## src/rtl/bp_fpga_host_uart_tx.sv

```systemverilog
// bp_fpga_host_uart_tx
//   UART transmitter for the FPGA host output path. It sends LSB first, with
//   configurable data, parity and stop bits. Frames can run back to back with
//   no idle gap between them. tx_o comes straight from a flop.
//   Optional feature: define BP_FPGA_HOST_UART_TX_CTS_EN to add the cts_n_i
//   clear-to-send input. That input goes through a 2-flop synchronizer and
//   gates the start of each new frame.
module bp_fpga_host_uart_tx #(
   parameter int clk_per_bit_p = 10416,
   parameter int data_bits_p   = 8,
   parameter int parity_bit_p  = 0,
   parameter int parity_odd_p  = 0,
   parameter int stop_bits_p   = 1
) (
   input  logic                   clk_i,
   input  logic                   reset_n_i,
`ifdef BP_FPGA_HOST_UART_TX_CTS_EN
   input  logic                   cts_n_i,
`endif
   input  logic                   tx_v_i,
   input  logic [data_bits_p-1:0] tx_i,
   output logic                   tx_ready_and_o,
   output logic                   tx_v_o,
   output logic                   tx_o,
   output logic                   tx_done_o
);

   localparam int baud_w_lp = $clog2(clk_per_bit_p);
   localparam int bit_w_lp  = $clog2(data_bits_p + 1);
   localparam logic [baud_w_lp-1:0] baud_max_lp = baud_w_lp'(clk_per_bit_p - 1);
   localparam logic [bit_w_lp-1:0]  bit_last_lp = bit_w_lp'(data_bits_p - 1);
   localparam logic                 stop_last_lp = 1'(stop_bits_p - 1);
   localparam logic                 parity_odd_lp = 1'(parity_odd_p);

   // Reject illegal parameter values during elaboration.
   if (clk_per_bit_p < 2) begin : g_bad_clk_per_bit
      $error("clk_per_bit_p must be >= 2");
   end
   if (data_bits_p < 5 || data_bits_p > 9) begin : g_bad_data_bits
      $error("data_bits_p must be 5..9");
   end
   if (parity_bit_p < 0 || parity_bit_p > 1) begin : g_bad_parity_bit
      $error("parity_bit_p must be 0 or 1");
   end
   if (parity_odd_p < 0 || parity_odd_p > 1) begin : g_bad_parity_odd
      $error("parity_odd_p must be 0 or 1");
   end
   if (stop_bits_p < 1 || stop_bits_p > 2) begin : g_bad_stop_bits
      $error("stop_bits_p must be 1..2");
   end

   typedef enum logic [2:0] {
      e_idle,
      e_start,
      e_data,
      e_parity,
      e_stop
   } state_e;

   state_e                   state_r, state_n;
   logic [baud_w_lp-1:0]     baud_r, baud_n;
   logic [bit_w_lp-1:0]      bit_cnt_r, bit_cnt_n;
   logic                     stop_cnt_r, stop_cnt_n;
   logic [data_bits_p-1:0]   shift_r, shift_n;
   logic                     parity_r, parity_n;
   logic                     tx_r, tx_n;
   logic                     out_of_reset_r;
   logic                     cts_ok;
   logic                     bit_end;
   logic                     last_stop;
   logic                     accept;

`ifdef BP_FPGA_HOST_UART_TX_CTS_EN
   logic [1:0] cts_sync_r;

   // Bring cts_n_i into the clk_i domain. The reset value is "not clear to send".
   always_ff @(posedge clk_i or negedge reset_n_i) begin
      if (!reset_n_i) cts_sync_r <= 2'b11;
      else            cts_sync_r <= {cts_sync_r[0], cts_n_i};
   end

   assign cts_ok = ~cts_sync_r[1];
`else
   assign cts_ok = 1'b1;
`endif

   // Hold ready low until the first clock edge after reset is released.
   always_ff @(posedge clk_i or negedge reset_n_i) begin
      if (!reset_n_i) out_of_reset_r <= 1'b0;
      else            out_of_reset_r <= 1'b1;
   end

   assign bit_end   = (baud_r == '0);
   assign last_stop = (stop_cnt_r == stop_last_lp);

   assign tx_ready_and_o = out_of_reset_r & cts_ok &
                           ((state_r == e_idle) | ((state_r == e_stop) & last_stop & bit_end));
   assign accept         = tx_v_i & tx_ready_and_o;
   assign tx_v_o         = (state_r != e_idle);
   assign tx_done_o      = (state_r == e_stop) & last_stop & bit_end;
   assign tx_o           = tx_r;

   // Compute next-state logic, the baud and bit counters, and the next line level.
   always_comb begin
      // NOTE: every signal gets a default first. Any branch that skips an
      // assignment then keeps the old value instead of inferring a latch.
      state_n    = state_r;
      baud_n     = bit_end ? baud_max_lp : baud_r - 1'b1;
      bit_cnt_n  = bit_cnt_r;
      stop_cnt_n = stop_cnt_r;
      shift_n    = shift_r;
      parity_n   = parity_r;
      tx_n       = 1'b1;

      unique case (state_r)
         e_idle: begin
            baud_n = baud_max_lp;
            if (accept) begin
               state_n  = e_start;
               shift_n  = tx_i;
               parity_n = ^tx_i ^ parity_odd_lp;
               tx_n     = 1'b0;
            end
         end
         e_start: begin
            tx_n = 1'b0;
            if (bit_end) begin
               state_n   = e_data;
               bit_cnt_n = '0;
               tx_n      = shift_r[0];
            end
         end
         e_data: begin
            tx_n = shift_r[0];
            if (bit_end) begin
               shift_n   = shift_r >> 1;
               bit_cnt_n = bit_cnt_r + 1'b1;
               tx_n      = shift_r[1];
               if (bit_cnt_r == bit_last_lp) begin
                  if (parity_bit_p != 0) begin
                     state_n = e_parity;
                     tx_n    = parity_r;
                  end else begin
                     state_n    = e_stop;
                     stop_cnt_n = 1'b0;
                     tx_n       = 1'b1;
                  end
               end
            end
         end
         e_parity: begin
            tx_n = parity_r;
            if (bit_end) begin
               state_n    = e_stop;
               stop_cnt_n = 1'b0;
               tx_n       = 1'b1;
            end
         end
         e_stop: begin
            if (bit_end) begin
               if (!last_stop) begin
                  stop_cnt_n = stop_cnt_r + 1'b1;
               end else if (accept) begin
                  // A new byte arrives in the final stop cycle, so start the next frame with no gap.
                  state_n  = e_start;
                  shift_n  = tx_i;
                  parity_n = ^tx_i ^ parity_odd_lp;
                  tx_n     = 1'b0;
               end else begin
                  state_n = e_idle;
               end
            end
         end
         default: state_n = e_idle;
      endcase
   end

   // Register the state and the line. Reset truncates any frame in flight.
   always_ff @(posedge clk_i or negedge reset_n_i) begin
      // NOTE: sequential state uses non-blocking assignments only. All flops
      // then update together, however the statements are ordered.
      if (!reset_n_i) begin
         state_r    <= e_idle;
         baud_r     <= '0;
         bit_cnt_r  <= '0;
         stop_cnt_r <= 1'b0;
         shift_r    <= '0;
         parity_r   <= 1'b0;
         tx_r       <= 1'b1;
      end else begin
         state_r    <= state_n;
         baud_r     <= baud_n;
         bit_cnt_r  <= bit_cnt_n;
         stop_cnt_r <= stop_cnt_n;
         shift_r    <= shift_n;
         parity_r   <= parity_n;
         tx_r       <= tx_n;
      end
   end

endmodule
```

## config.mk

```make
export PLATFORM = sky130hd
export DESIGN_NAME = bp_fpga_host_uart_tx
export DESIGN_NICKNAME = d
export VERILOG_FILES = /design/src/rtl/bp_fpga_host_uart_tx.sv
export SDC_FILE = /design/constraint.sdc
export NUM_CORES = 1
export LEC_CHECK = 0
export BUFFER_PORTS_ARGS = -buffer_cell sky130_fd_sc_hd__buf_2
export CAP_MARGIN = 20
export CORE_UTILIZATION = 50
export CTS_BUF_LIST = sky130_fd_sc_hd__clkbuf_4 sky130_fd_sc_hd__clkbuf_8 sky130_fd_sc_hd__clkbuf_16
export CTS_CLUSTER_DIAMETER = 100
export CTS_CLUSTER_SIZE = 40
export DETAILED_ROUTE_END_ITERATION = 10
export GPL_ROUTABILITY_DRIVEN = 0
export MAX_ROUTING_LAYER = met4
export PLACE_DENSITY = 0.79
export SLEW_MARGIN = 20
export SYNTH_ARGS = -nofsm -noshare
export SYNTH_HDL_FRONTEND = slang
export SYNTH_SLANG_ARGS = --single-unit
```

## constraint.sdc

```tcl
create_clock -name clk_i -period 2.4 [get_ports clk_i]
set_input_delay 0.24 -clock clk_i [delete_from_list [all_inputs] [get_ports clk_i]]
set_output_delay 0.24 -clock clk_i [all_outputs]
set_load 0.02 [all_outputs]
```

==> summary.md <==
| Metric | Value |
|---|---|
| Critical path cell sequence | nor4_4, nand4_2, buf_6, nand2_1, and3_1, buf_2 |
| Flops & latches, synth | 32 |
| Worst flop-to-flop path startpoint | baud_r[6] |
| Part of the power in combinational logic | 0.224 |
| Ratio of cells with drive above 1 in the final layout | 0.2781 |
| Final WS setup | 180.8 ps |
| Post-Place Worst Slack | 208.6 ps |
| Worst path arrival time | 1980 ps |
| Clk sinks | 32 |
| Avg Vias per Cell | 5.597 |
| Run status | complete, no violations |
| Wire length of the first global-routing pass | 5.865 mm |
| Crit path launch type | flip-flop |
| Commonest cells after routing, fill and taps aside | dfrtp_1, nand2_1, mux2_2 |
| Pwr Density | 707.9 nW/um2 |
| Share of synthesized area occupied by flip-flops and latches | 0.4635 |
| Static leakage | 0.0008288 uW |
| Number of unique standard cell types used by synthesis | 38 |
| Area added between synthesis and finish | 13.88% |
| Maximum clock frequency | 450.6 MHz |
| Worst Path Max Fanout | 17 |
| Syn Std Cell Area | 1730 um2 |
| Cell type of the slowest stage on the worst timing path | dfrtp_1 |
| Maximum buffer depth of the clock tree | 2 |
| Proportion of netlist area held by the largest area contributor | 0.4483 |
| Antenna violation net count after detailed routing | 0 |
| Endpoints failing setup | 0 |
| Floorplan die height | 60.83 um |
| Switching fraction of total power | 0.3227 |
| CTS root buf | clkbuf_4 |
| NumNets Final | 200 |
| Sort of element at the end of the critical path | primary output |
| All-Layer GR Usage | 0.2320 |
| CP Class | reg -> out |
| Net Switching | 450.2 uW |
| Measured slew at the worst slew-check pin | 700.3 ps |
| DRT Wirelength | 3.369 mm |
| Total negative slack for setup checks | 0 ps |
| Part of the total power dissipated in the clock network | 0.212 |
| Cell internal pwr | 944.8 uW |
| Number of hold violations in the final report | 0 |
| Number of antenna cells inserted | 0 |
| Syn Nets | 177 |
| Core Area | 3178 um2 |
| H-tree levels | 2 |
| Avg WL per Cell | 14.58 um |
| Crit share post-route | 0.9246 |
| Number of antenna violations at the first check in global routing | 0 |
| Die outline area | 3700 um2 |
| CTS clock-pin slew for the worst setup and hold paths | 90 ps |
| Vias after detailed routing | 1,293 |
| Clock insertion delay at the later pin of the skew report | 340 ps |
| Synth Warn # | 0 |
| Remaining global-route overflow | 0 |
| Cell count after synthesis | 164 |
| Number of DRC violations after detailed routing | 0 |
| Path category of the worst min-delay check | in -> reg |
| Share of total power in sequential cells | 0.565 |
| RSZ-0062 raised after global routing | false |
| Slowest stage delay, CP | 440 ps |
| Avg Inst Size Synth | 10.55 um2 |
| Number of maximum-capacitance violations | 0 |
| Port-buffer cells | 14 |
| 1st-pass router iterations | 4 |
| Layout Skew | 12.67 ps |
| DP Wirelength | 2.361 mm |
| Worst hold path startpoint | tx_v_i |
| TritonCTS clock tree | built |
| Time the worst path needs with I/O delays and setup | 2219 ps |
| Worst EP required | 2160 ps |
| Maximum number of pins on one net before global-route repair | 33 |
| Inserted Clock Buffers | 5 |
| Post-synth top area cell | dfrtp_1 |
| Num rows | 20 |
| Largest cells by area after synthesis | dfrtp_1, mux2_2, xnor2_1 |
| Headroom to the max-slew limit | 0.5331 |
| Number of DRC markers in iteration 0 | 59 |
| Launching element of the worst setup path | baud_r[6] |
| Fin. max-slew vios | 0 |
| Horizontal die dimension | 60.83 um |
| Most frequent standard cell in the layout excluding fill and tap cells | dfrtp_1 |
| Effective utilization at floorplan | 0.5445 |
| Highest ir drop seen on vdd | 0.6879 mV |
| Count of boundary I/O pins | 15 |
| Number of global-route vias before repair | 1,313 |
-- cell usage after synthesis, drive strengths merged --
cell    number
a21boi       1
a21oi        2
a221o        1
and2         1
and3         2
and3b        1
clkbuf       6
conb         1
dfrtp       31
dfstp        1
ha           2
inv          4
mux2        16
nand2       16
nand2b       1
nand3       10
nand4        1
nand4b       3
nor2        14
nor2b        1
nor3b        2
nor4         3
o211a        1
o211ai       2
o21a         2
o21ai        6
o311ai       2
o31ai        6
o32ai        1
o41ai        1
or2          1
or3          3
or3b         1
or4          1
xnor2       10
xor2         7
-- sequential cells by signal, summed over array words and instances (netlist names) --
signal and cells:
bit_cnt_r 4, tx_o 1, baud_r 14, shift_r 8, state_r 3, out_of_reset_r 1
parity_r 1
-- through the flow --
step / utilization / std cells / total power [uW] / instance area (um2) / hold slack [ps]
floorplan: - / 164 / 974.4 / 1730 / -55.59
global placement: 0.5839 / 219 / 1036 / 1856 / 309.5
detailed placement: 0.5839 / 219 / 1065 / 1856 / 327.7
CTS: 0.6047 / 227 / 1366 / 1922 / 221.3
global route: 0.6201 / 231 / 1488 / 1971 / 258.7
finish: 0.6201 / 231 / 1395 / 1971 / 229.6
-- timing repair --
item                                   CTS  global route
setup endpoints to repair                1             2
endpoints found under the hold margin   31             0
buffers inserted                         0             4
gates resized for setup                  1             3
hold buffers                             1             0
pin swaps                                1             1
-- critical path: cells and delay by family, from the launching register on --
family / cells / cell delay (ps)
and+or+nand+nor: 4 / 830
DFF: 1 / 440
buffers and inverters: 2 / 350
-- final cells by class --
| type | count | area (um2) |
|---|---|---|
| inverters | 4 | 15.01 |
| repair buffers | 22 | 136.4 |
| clock inverters | 1 | 5.005 |
| multi-input cells | 122 | 912.1 |
| flip-flops and latches | 32 | 802.0 |
| well taps | 44 | 55.05 |
| clock buffers | 6 | 45.04 |
| fillers | 244 | 1207 |
-- final timing paths --
path	slack, ps	cells after the start	to
min	230	4	tx_o
max	180	6	tx_ready_and_o
min in group asynchronous	480	2	baud_r[13]
min reg2reg	510	1	shift_r[6]
max reg2reg	340	4	shift_r[4]
max in group asynchronous	1470	2	baud_r[5]
-- per-layer routing --
| metal | track usage | up-vias | part of all wire |
|---|---|---|---|
| met4 | 0.1169 | 0 | 0.031 |
| met5 | - | - | 0 |
| li1 | - | 633 | - |
| met1 | 0.2592 | 632 | 0.43 |
| met2 | 0.3893 | 16 | 0.52 |
| met3 | 0.05117 | 12 | 0.023 |
-- logic make-up (layout without fill, tap and decap cells) --
| kind of cell | count (synthesis) | count (layout) | share of synthesized area |
|---|---|---|---|
| fa+ha+maj | 2 | 2 | 0.01446 |
| flops | 32 | 32 | 0.4635 |
| buf+inv | 10 | 33 | 0.02169 |
| mux | 16 | 16 | 0.1041 |
| compound gates | 25 | 25 | 0.1135 |
| xor+xnor | 17 | 17 | 0.08604 |
| simple gates | 61 | 61 | 0.1945 |
| other cells | 1 | 1 | 0.002167 |
-- power groups by stage --
stage | Clock (uW) | Combinational (uW) | Sequential (uW)
2_1_floorplan | 0 | 216 | 758
3_3_place_gp | 0 | 263 | 773
3_5_place_dp | 0 | 279 | 785
4_1_cts | 303 | 285 | 778
5_1_grt | 329 | 357 | 803
6_report | 295 | 312 | 788
(Power assumes the default switching activity.)
